`config.mk`:
```
export PLATFORM = sky130hd
export DESIGN_NAME = aes_axis_out_serializer
export DESIGN_NICKNAME = d
export VERILOG_FILES = /design/src/rtl/aes_axis_out_serializer.sv
export SDC_FILE = /design/constraint.sdc
export NUM_CORES = 1
export LEC_CHECK = 0
export CORE_ASPECT_RATIO = 1.2
export CORE_MARGIN = 1.5
export CORE_UTILIZATION = 45
export DETAILED_ROUTE_END_ITERATION = 8
export GPL_ROUTABILITY_DRIVEN = 0
export HOLD_SLACK_MARGIN = 0.12
export PLACE_DENSITY = 0.68
export SYNTH_ARGS = -nofsm -noshare
export SYNTH_HDL_FRONTEND = slang
export SYNTH_SLANG_ARGS = --single-unit
```
`constraint.sdc`:
```
create_clock -name m00_axis_aclk -period 3.15 [get_ports m00_axis_aclk]
set_input_delay 0.63 -clock m00_axis_aclk [delete_from_list [all_inputs] [get_ports m00_axis_aclk]]
set_output_delay 0.63 -clock m00_axis_aclk [all_outputs]
set_load 0.02 [all_outputs]
```
`src/rtl/aes_axis_out_serializer.sv`:
```
// AES result-block to AXI-Stream serializer.
// Accepted 128-bit blocks are queued in a small circular FIFO. A shifter stage
// takes one block at a time and emits it as four 32-bit words, most significant
// word first. tlast marks the final word of a block flagged with in_last.
module aes_axis_out_serializer #(
  parameter int C_M_AXIS_TDATA_WIDTH = 32,
  parameter int FIFO_DEPTH           = 4
) (
  input  logic                                m00_axis_aclk,
  input  logic                                m00_axis_aresetn,
  input  logic [127:0]                        in_blk,
  input  logic                                in_last,
  input  logic                                in_valid,
  output logic                                in_ready,
  output logic                                m00_axis_tvalid,
  input  logic                                m00_axis_tready,
  output logic [C_M_AXIS_TDATA_WIDTH-1:0]     m00_axis_tdata,
  output logic [(C_M_AXIS_TDATA_WIDTH/8)-1:0] m00_axis_tstrb,
  output logic                                m00_axis_tlast,
  output logic [$clog2(FIFO_DEPTH):0]         fifo_count
);

  localparam int AW     = $clog2(FIFO_DEPTH);
  localparam int STRB_W = C_M_AXIS_TDATA_WIDTH / 8;
  localparam logic [AW:0] DEPTH_C = (AW + 1)'(FIFO_DEPTH);

  typedef enum logic [0:0] {
    ST_IDLE = 1'b0,
    ST_SEND = 1'b1
  } state_e;

  // Select one 32-bit word of a block; index 0 is the most significant word.
  function automatic logic [31:0] word_sel(input logic [127:0] blk, input logic [1:0] idx);
    logic [31:0] w;
    case (idx)
      2'd0:    w = blk[127:96];
      2'd1:    w = blk[95:64];
      2'd2:    w = blk[63:32];
      2'd3:    w = blk[31:0];
      default: w = 32'h0000_0000;
    endcase
    return w;
  endfunction

  // FIFO storage: bit 128 carries the in_last flag alongside the block.
  logic [128:0]  mem_q [FIFO_DEPTH];
  logic [AW-1:0] wr_ptr_q, wr_ptr_d;
  logic [AW-1:0] rd_ptr_q, rd_ptr_d;
  logic [AW:0]   count_q, count_d;

  // Serializer state
  state_e        state_q;
  logic [1:0]    idx_q;
  logic [127:0]  blk_q;
  logic          last_q;
  logic          tvalid_q;
  logic [31:0]   tdata_q;
  logic          tlast_q;
  logic [STRB_W-1:0] tstrb_q;

  logic          push_s;
  logic          pop_s;
  logic          fifo_empty_s;
  logic          send_done_s;
  logic [128:0]  head_s;

  // in_ready depends on stored occupancy only, never on the downstream ready.
  assign in_ready   = (count_q < DEPTH_C);
  assign fifo_count = count_q;
  assign head_s     = mem_q[rd_ptr_q];

  assign m00_axis_tvalid = tvalid_q;
  assign m00_axis_tdata  = tdata_q;
  assign m00_axis_tlast  = tlast_q;
  assign m00_axis_tstrb  = tstrb_q;

  // Handshake decode: a pop happens when the shifter is free (idle) or is
  // finishing its last word, so consecutive blocks stream without a bubble.
  always_comb begin
    push_s       = in_valid && in_ready;
    fifo_empty_s = (count_q == {(AW + 1){1'b0}});
    send_done_s  = (state_q == ST_SEND) && tvalid_q && m00_axis_tready && (idx_q == 2'd3);
    if (!fifo_empty_s) begin
      pop_s = (state_q == ST_IDLE) || send_done_s;
    end else begin
      pop_s = 1'b0;
    end
  end

  // Next-state for FIFO pointers and occupancy; simultaneous push/pop keeps the count.
  always_comb begin
    wr_ptr_d = wr_ptr_q;
    rd_ptr_d = rd_ptr_q;
    count_d  = count_q;
    if (push_s) begin
      wr_ptr_d = wr_ptr_q + AW'(1);
    end else begin
      wr_ptr_d = wr_ptr_q;
    end
    if (pop_s) begin
      rd_ptr_d = rd_ptr_q + AW'(1);
    end else begin
      rd_ptr_d = rd_ptr_q;
    end
    case ({push_s, pop_s})
      2'b10:   count_d = count_q + (AW + 1)'(1);
      2'b01:   count_d = count_q - (AW + 1)'(1);
      default: count_d = count_q;
    endcase
  end

  // FIFO pointer and occupancy registers.
  always_ff @(posedge m00_axis_aclk or negedge m00_axis_aresetn) begin
    if (!m00_axis_aresetn) begin
      wr_ptr_q <= {AW{1'b0}};
      rd_ptr_q <= {AW{1'b0}};
      count_q  <= {(AW + 1){1'b0}};
    end else begin
      wr_ptr_q <= wr_ptr_d;
      rd_ptr_q <= rd_ptr_d;
      count_q  <= count_d;
    end
  end

  // FIFO storage write; cleared on reset so no stale block can ever surface.
  always_ff @(posedge m00_axis_aclk or negedge m00_axis_aresetn) begin
    if (!m00_axis_aresetn) begin
      for (int i = 0; i < FIFO_DEPTH; i++) begin
        mem_q[i] <= 129'd0;
      end
    end else if (push_s) begin
      mem_q[wr_ptr_q] <= {in_last, in_blk};
    end
  end

  // Serializer FSM with registered stream outputs; outputs hold while stalled.
  always_ff @(posedge m00_axis_aclk or negedge m00_axis_aresetn) begin
    if (!m00_axis_aresetn) begin
      state_q  <= ST_IDLE;
      idx_q    <= 2'd0;
      blk_q    <= 128'd0;
      last_q   <= 1'b0;
      tvalid_q <= 1'b0;
      tdata_q  <= 32'h0000_0000;
      tlast_q  <= 1'b0;
      tstrb_q  <= {STRB_W{1'b0}};
    end else begin
      case (state_q)
        ST_IDLE: begin
          if (pop_s) begin
            state_q  <= ST_SEND;
            idx_q    <= 2'd0;
            blk_q    <= head_s[127:0];
            last_q   <= head_s[128];
            tvalid_q <= 1'b1;
            tdata_q  <= word_sel(head_s[127:0], 2'd0);
            tlast_q  <= 1'b0;
            tstrb_q  <= {STRB_W{1'b1}};
          end else begin
            state_q  <= ST_IDLE;
            tvalid_q <= 1'b0;
            tlast_q  <= 1'b0;
            tstrb_q  <= {STRB_W{1'b0}};
          end
        end
        ST_SEND: begin
          if (tvalid_q && m00_axis_tready) begin
            if (idx_q == 2'd3) begin
              if (pop_s) begin
                // Back-to-back: next block's first word follows immediately.
                idx_q    <= 2'd0;
                blk_q    <= head_s[127:0];
                last_q   <= head_s[128];
                tvalid_q <= 1'b1;
                tdata_q  <= word_sel(head_s[127:0], 2'd0);
                tlast_q  <= 1'b0;
                tstrb_q  <= {STRB_W{1'b1}};
              end else begin
                state_q  <= ST_IDLE;
                idx_q    <= 2'd0;
                tvalid_q <= 1'b0;
                tdata_q  <= 32'h0000_0000;
                tlast_q  <= 1'b0;
                tstrb_q  <= {STRB_W{1'b0}};
              end
            end else begin
              idx_q   <= idx_q + 2'd1;
              tdata_q <= word_sel(blk_q, idx_q + 2'd1);
              tlast_q <= (idx_q == 2'd2) && last_q;
            end
          end else begin
            state_q <= ST_SEND;
          end
        end
        default: begin
          state_q  <= ST_IDLE;
          idx_q    <= 2'd0;
          tvalid_q <= 1'b0;
          tdata_q  <= 32'h0000_0000;
          tlast_q  <= 1'b0;
          tstrb_q  <= {STRB_W{1'b0}};
        end
      endcase
    end
  end

endmodule

```
* Word-level counts from Yosys, hierarchy flattened
Cells that the tools add are included.
Storage, ports and cells: input port bits 133, bits in registers 693
Operators by class: equal/unequal tests 10, bitwise operators 3, add/sub/neg operators 5, reduce and logical (&&, ||, !) cells 13, order comparisons 4, multiplexer cells 40
Operators with widths (number):
- bitwise mux 516 bit | 1
- 2-to-1 mux 129 bit | 3
- 2-to-1 mux 128 bit | 3
- binary-select mux 129 bit (select 2 bit) | 1
- demux 129 bit (select 2 bit) | 1
- case mux 128 bit (2 select lines) | 1
- 2-to-1 mux 32 bit | 4
- case mux 32 bit (4 select lines) | 1
- case mux 32 bit (2 select lines) | 1
- 2-to-1 mux 4 bit | 3
- 2-to-1 mux 1 bit | 11
- == test 2 bit (second input constant) | 5
- case mux 1 bit (2 select lines) | 4
- case mux 4 bit (2 select lines) | 1
- logical AND 1 bit | 7
- adder 2 x 1 -> 2 bit (second input constant) | 3
- >= comparator 3 bit (second input constant) | 2
- 2-to-1 mux 2 bit | 3
- inverter 2 -> 3 bit | 2
- case mux 3 bit (2 select lines) | 1
- == test 2 x 1 -> 1 bit (second input constant) | 2
- inequality test 2 x 1 -> 1 bit (second input constant) | 2
- case mux 2 bit (2 select lines) | 1
- AND reduction 2 bit | 2
- other kinds (10) | 10

* Logic depth before layout (Yosys ltp)
Gate-level depths: netlist of the first run.
depth after elaboration 9, depth in mapped cells 12, depth with buffers taken out 10

* Worst setup path after synthesis of the first run
Ideal clock, no wire load.
path kind flip-flop to flip-flop, start point reg idx_q[0], end point reg count_q[2], in the netlist fifo_count[2], period minus slack after synthesis 2.519 ns, data arrival time 2.439 ns, library setup time 0.080 ns, setup slack 0.631 ns, cell stages (with the launch flop) 13, buffers on the path 2, cells stage by stage dfrtp_1 -> ha_1 -> nand3_1 -> a21o_1 -> inv_2 -> clkbuf_1 -> buf_2 -> ha_1 -> inv_1 -> fa_1 -> xor2_1 -> nor2_1 -> xnor2_1
Between the ends: word-level cells in the longest chain between the ends 6
RTL lines:
- start: declaration | line 53 | logic [1:0] idx_q;
- start signal: assignment | line 187 | idx_q <= idx_q + 2'd1;
- == test 2 bit * | line 82 | send_done_s = (state_q == ST_SEND) && tvalid_q && m00_axis_tready && (idx_q == 2'd3);
- logical AND 1 bit * | line 82
- logical OR 1 bit * | line 84 | pop_s = (state_q == ST_IDLE) || send_done_s;
- 2-to-1 mux 1 bit * | line 83 | if (!fifo_empty_s) begin
- net pop_s | line 62 | logic pop_s;
- == test 2 x 1 -> 1 bit or == test 2 bit (tied branches) | line 105 | case ({push_s, pop_s})
- case mux 3 bit (2 select lines) or nonzero test 2 bit (tied branches)
- end signal: assignment | line 117 | count_q <= {(AW + 1){1'b0}};
- end signal: assignment | line 121 | count_q <= count_d;
- end: declaration | line 49 | logic [AW:0] count_q, count_d;
The timed path passes the listed nets; every way through them passes the cells marked *. A chain may end at the register's enable or synchronous reset.

* Worst setup path in the final report of the first run
start point reg idx_q[0], end point reg tdata_q[13], in the netlist m00_axis_tdata[13]
Between the ends: word-level cells in the longest chain between the ends 8
RTL lines:
- parallel branches: the longest is 8 deep, another holds adder 2 x 1 -> 2 bit
- end signal: assignment | line 156 | tdata_q <= word_sel(head_s[127:0], 2'd0);
- end signal: assignment | line 175 | tdata_q <= word_sel(head_s[127:0], 2'd0);
- end signal: assignment | line 188 | tdata_q <= word_sel(blk_q, idx_q + 2'd1);
- end: declaration | line 57 | logic [31:0] tdata_q;
Several ways; the timed one is not identified. The select of a mux whose other input is x is not followed.

==> results of run 1 <==
[final timing paths]
kind / start / to / slack (ps) / depth (start not counted)
worst min-delay path: blk_q[87]$_DFFE_PN0P_ / blk_q[87]$_DFFE_PN0P_ / 480 / 2
max in group asynchronous: m00_axis_aresetn / mem_q[75]$_DFFE_PN0P_ / 1530 / 3
worst max register to register: idx_q[0]$_DFFE_PN0P_ / m00_axis_tdata[13]$_DFFE_PN0P_ / 430 / 5
worst max-delay path: idx_q[0]$_DFFE_PN0P_ / m00_axis_tdata[13]$_DFFE_PN0P_ / 430 / 5
min in group asynchronous: m00_axis_aresetn / mem_q[291]$_DFFE_PN0P_ / 590 / 2
worst min register to register: blk_q[87]$_DFFE_PN0P_ / blk_q[87]$_DFFE_PN0P_ / 480 / 2
[cell families (layout without fill, tap and decap cells)]
group / Yosys count / after routing / share of synthesized area
AO/OA/AOI/OAI: 137 / 137 / 0.0367
XOR/XNOR: 6 / 6 / 0.00178
adder cells (fa/ha/maj): 12 / 12 / 0.00533
flip-flops: 689 / 689 / 0.583
multiplexers: 648 / 648 / 0.296
AND/OR/NAND/NOR: 381 / 381 / 0.0520
buffers and inverters: 152 / 366 / 0.0251
[where the power goes]
part / internal [uW] / total (uW) / switching, uW
registers: 13100 / 15600 / 2450
logic: 7380 / 13700 / 6310
clock network: 5030 / 8470 / 3440
total: 25500 / 37700 / 12200
[worst max-delay path, delay by kind of cell, from the launching register on]
| kind | cells | cell delay [ps] |
|---|---|---|
| AO/OA/AOI/OAI | 3 | 1360 |
| adder cells (fa/ha/maj) | 1 | 650 |
| flip-flops | 1 | 470 |
| buffers and inverters | 1 | 120 |
[what timing repair did]
action                                  4_1_cts  5_1_grt
endpoints found under the hold margin        58        0
hold buffers                                  1        0
endpoints found under the setup margin        0        0
[cells in the mapped netlist]
cell      count
nand2_1     339
inv_1        10
buf_4         8
clkbuf_1     34
ha_1         11
xnor2_1       5
inv_2         1
xor2_1        1
nor3_4        1
nor3_1        2
a221o_1      31
nor2b_1       4
o21ai_0      35
mux2_2      518
fa_1          1
a211oi_1      2
buf_1        10
and2_1       31
nand3_1       1
mux2i_1       1
dfrtp_1     689
nor2_1        2
buf_6         5
a21oi_1       5
a222oi_1     31
nand2b_1      1
mux4_2      129
a22oi_1       1
buf_2        84
a21o_1       32
[final cells by class]
class                   count  area (sq um)  area share
flip-flops and latches    689         17200       0.496
clock inverters            18           240     0.00691
clock buffers             103          2100      0.0605
multi-input cells        1184         11600       0.334
well taps                 832          1040      0.0300
inverters                  11          43.8     0.00126
repair buffers            234          2450      0.0705
[through the flow]
stage	utilization	instance area (sq um)	total power [uW]	setup slack, ps	std cells
3_3_place_gp	0.501	32400	28800	269	2949
4_1_cts	0.537	34700	38100	503	3071
3_5_place_dp	0.501	32400	29500	173	2949
6_report	0.537	34700	37700	428	3071
2_1_floorplan	-	29600	24400	631	2025
5_1_grt	0.537	34700	39700	317	3071
[flip-flops by register name (all words and copies together) (netlist names)]
register,flops
rd_ptr_q,2
mem_q,516
idx_q,2
last_q,1
blk_q,128
m00_axis_tdata,32
m00_axis_tstrb,1
state_q,1
fifo_count,3
m00_axis_tlast,1
wr_ptr_q,2
[per-layer routing]
layer  global-route usage  up-vias  wire length, microns
li1                     -     7623                     -
met5                    0        -                    11
met3               0.0294      103                  2970
met4               0.0731        2                  1960
met1                0.308     9486                 31900
met2                0.368      426                 36700
==> impl_metrics.yaml, run 1 <==
floorplanning:
  core_sq_um: 64700
  dieWidth_microns: 237
  start_util: 0.457
  ios: 175
  rows: 102
  die_y_microns: 284
  die-area_sq_um: 67200
timing:
  slew_headroom: 0.117
  fmax_ghz: 0.367
  fin_worst_skew_ps: 22.2
  setup_violations: 0
  worst_pin_slew_ps: 1330
  slew_violations: 0
  hold_violations: 0
  period_share: 0.864
  whs_ps: 476
  finalSetupTns_ps: 0
  rsz0062_at_grt: "no"
  post-route-min-period_ps: 2720
final_layout:
  diodes: 0
  final_cell_mix: "dfrtp_1 (687), mux2_2 (518), nand2_1 (335)"
  drive_above_1_share: 0.368
  nFillCells: 5248
  area_growth_pct: 17.5
  fin_nets: 2335
  layout_commonest_cell: "dfrtp_1"
logic_synthesis:
  yosysUniqueCellTypes: 30
  yosys.area.top_type: "dfrtp_1"
  syn-instance-count: 2025
  syn_area_sq_um: 29600
  yosysWarnings: 0
  syn-num-nets: 2170
  ys_ff_latch: 689
  synth_area_leaders: "dfrtp_1 (58%), mux2_2 (20%), mux4_2 (9.8%)"
  avgSynthCellArea_sq_um: 14.6
  synth_top_area_share: 0.583
  seq_area_frac_synth: 0.583
cts:
  ctsHtreeMaxLevel: 3
  post_cts_resized: 0
  postCtsSetupRepairBufs: 0
  cts_made_buffers: 70
  path_clk_slew_ps: 60
  clockBufferDepth: 3
  cts_tree: "done"
  clk_latency_ps: 610
  root_buffer: "clkbuf_16"
  cts_num_sinks: 689
drt:
  drt-initial-drc-count: 1290
  vias: 17600
  wirelength_microns: 73500
  drtAntennaViolNets: 0
  via_per_inst: 5.74
  drcViolationCount: 0
  first_pass_iters: 7
  wl_per_cell_microns: 23.9
worst_setup_path:
  arrival_ps: 3210
  crit_chain: "inv_1 -> ha_1 -> a222oi_1 -> o21ai_0 -> a221o_1"
  cp_slowest_cell: "a222oi_1"
  path_class: "register to register"
  required_ps: 3640
  endpoint_kind: "register"
  cpPeakStageDelay_ps: 820
  path_max_fanout: 32
  critPathLaunchType: "register"
power:
  power.leakage_uw: 0.0155
  peakVddDrop_uv: 546
  power_density_nw_per_um2: 1090
global_routing:
  antenna_found_initial: 1
  gr-usage-all-layers: 0.223
  overflow: 0
  grt_pass1_vias: 18800
  grt_pass1_wl_microns: 115000
  grt_max_degree: 103
worst_hold_path:
  hold_path_class: "register to register"
outcome:
  status: "complete, no violations"
job:
  maxCapViolCount: 0
placement:
  io_buffers: 174
  hpwl_microns: 49600
No activity file was read; power rests on OpenSTA's default activity.
==> run 2, diff against run 1 <==
- MAX_ROUTING_LAYER: not set -> met4
==> run 2 against run 1 <==
Global-route usage increased by 0.69 points. Critical path depth unchanged. Clock skew decreased by 0.79 ps. Setup slack got worse by 30 ps. Sequential power about the same. Fmax decreased by 1.1%. Design area about the same.
==> impl_metrics.yaml, run 2 (same netlist as run 1, synthesis figures left out) <==
power:
  power.leakage_uw: 0.0155
  power_density_nw_per_um2: 1090
  power_uw: 37700
  peakVddDrop_uv: 545
placement:
  io_buffers: 174
  dp.cells: 2949
  hpwl_microns: 49600
worst_setup_path:
  crit_chain: "inv_1 -> ha_1 -> a222oi_1 -> o21ai_0 -> a221o_1"
  r2r_end: "m00_axis_tdata[31]$_DFFE_PN0P_"
  arrival_ps: 3250
  reg2reg_setup_slack_ps: 400
  cp_top_family: "compound AO/OA/AOI/OAI gates"
  endpoint_kind: "register"
  reg2regPathDepth: 5
  cpPeakStageDelay_ps: 840
  worst-path-buf-inv: 1
  critPathLaunchType: "register"
  required_ps: 3640
  r2r-start: "idx_q[0]$_DFFE_PN0P_"
  cp_slowest_cell: "a222oi_1"
  path_max_fanout: 32
  path_class: "register to register"
global_routing:
  antenna_found_initial: 1
  grt_max_degree: 103
  gr-usage-all-layers: 0.230
  grt_pass1_wl_microns: 115000
  grt_pass1_vias: 18700
  overflow: 0
final_layout:
  final_cell_mix: "dfrtp_1 (687), mux2_2 (518), nand2_1 (335)"
  layout_commonest_cell: "dfrtp_1"
  largest_register_ffs: 516
  nFillCells: 5247
  utilization: 0.537
  area_growth_pct: 17.5
  fin_nets: 2335
  seqCellArea_sq_um: 17200
  top_register: "mem_q"
  multi_input_area_sq_um: 11600
  fin_cells: 3072
  drive_above_1_share: 0.368
cts:
  root_buffer: "clkbuf_16"
  postCtsSetupRepairBufs: 0
  post_cts_resized: 0
  ctsHtreeMaxLevel: 3
  clockBufferDepth: 3
  cts_made_buffers: 70
  cts_tree: "done"
  cts_hold_buf: 1
  clk_latency_ps: 620
  path_clk_slew_ps: 60
  cts_num_sinks: 689
timing:
  whs_ps: 476
  fmax_ghz: 0.363
  setup_violations: 0
  fin_worst_skew_ps: 21.4
  post-route-min-period_ps: 2750
  slew_violations: 0
  finalSetupTns_ps: 0
  slew_headroom: 0.100
  worst_pin_slew_ps: 1350
  period_share: 0.874
  rsz0062_at_grt: "no"
  hold_violations: 0
drt:
  first_pass_iters: 9
  vias: 17600
  drt-initial-drc-count: 1274
  drcViolationCount: 0
  wirelength_microns: 73600
  wl_per_cell_microns: 23.9
  via_per_inst: 5.72
  drtAntennaViolNets: 0
floorplanning:
  start_util: 0.457
  ios: 175
  core_sq_um: 64700
  die_y_microns: 284
  dieWidth_microns: 237
  rows: 102
  die-area_sq_um: 67200
job:
  maxCapViolCount: 0
worst_hold_path:
  hold_depth: 2
  hold_end: "blk_q[87]$_DFFE_PN0P_"
  hold_path_startpoint: "blk_q[87]$_DFFE_PN0P_"
  hold_path_class: "register to register"
outcome:
  status: "complete, no violations"
[run 2: changes by cell type in the layout (fill, tap and decap cells not counted)]
| cell | change |
|---|---|
| diode_2 | +1 |
[run 2: where the power goes]
group	internal (uW)	switching, uW
clock	5030	3440
combinational	7380	6320
sequential	13100	2450
[run 2: layout make-up]
| cell class | instances | share of cell area |
|---|---|---|
| diodes | 1 | 0.0000720 |
| clock buffers | 103 | 0.0605 |
| clock inverters | 18 | 0.00691 |
| inverters | 11 | 0.00126 |
| multi-input cells | 1184 | 0.334 |
| flip-flops and latches | 689 | 0.496 |
| well taps | 832 | 0.0300 |
| repair buffers | 234 | 0.0705 |
[run 2: tightest hold or removal path, stage by stage, from the launching register on]
cell,delay [ps]
dfrtp_1,340
nand2_1,50
nand2_1,60
[run 2: metal layers]
metal,vias up,track usage,wire [microns]
li1,7630,-,-
met2,456,0.368,36700
met1,9384,0.309,31900
met4,0,0.0697,1810
met3,95,0.0287,3220
met5,-,-,0
[run 2: metrics by stage]
stage,worst slack (ps),cell area (sq um)
finish,398,34700
global route,317,34700
CTS,503,34700
detailed placement,173,32400
global placement,269,32400
floorplan,631,29600
[run 2: worst max-delay path by stage]
stage | start | end | slack (ps) | cells after the start
after floorplan | idx_q[0]$_DFFE_PN0P_ | fifo_count[2]$_DFFE_PN0P_ | 630 | 12
after global placement | m00_axis_tready | rd_ptr_q[0]$_DFFE_PN0P_ | 270 | 6
after detailed placement | m00_axis_tready | blk_q[65]$_DFFE_PN0P_ | 170 | 7
after CTS | idx_q[0]$_DFFE_PN0P_ | blk_q[65]$_DFFE_PN0P_ | 500 | 7
after global routing | idx_q[0]$_DFFE_PN0P_ | m00_axis_tdata[23]$_DFFE_PN0P_ | 320 | 5
final | idx_q[0]$_DFFE_PN0P_ | m00_axis_tdata[31]$_DFFE_PN0P_ | 400 | 5
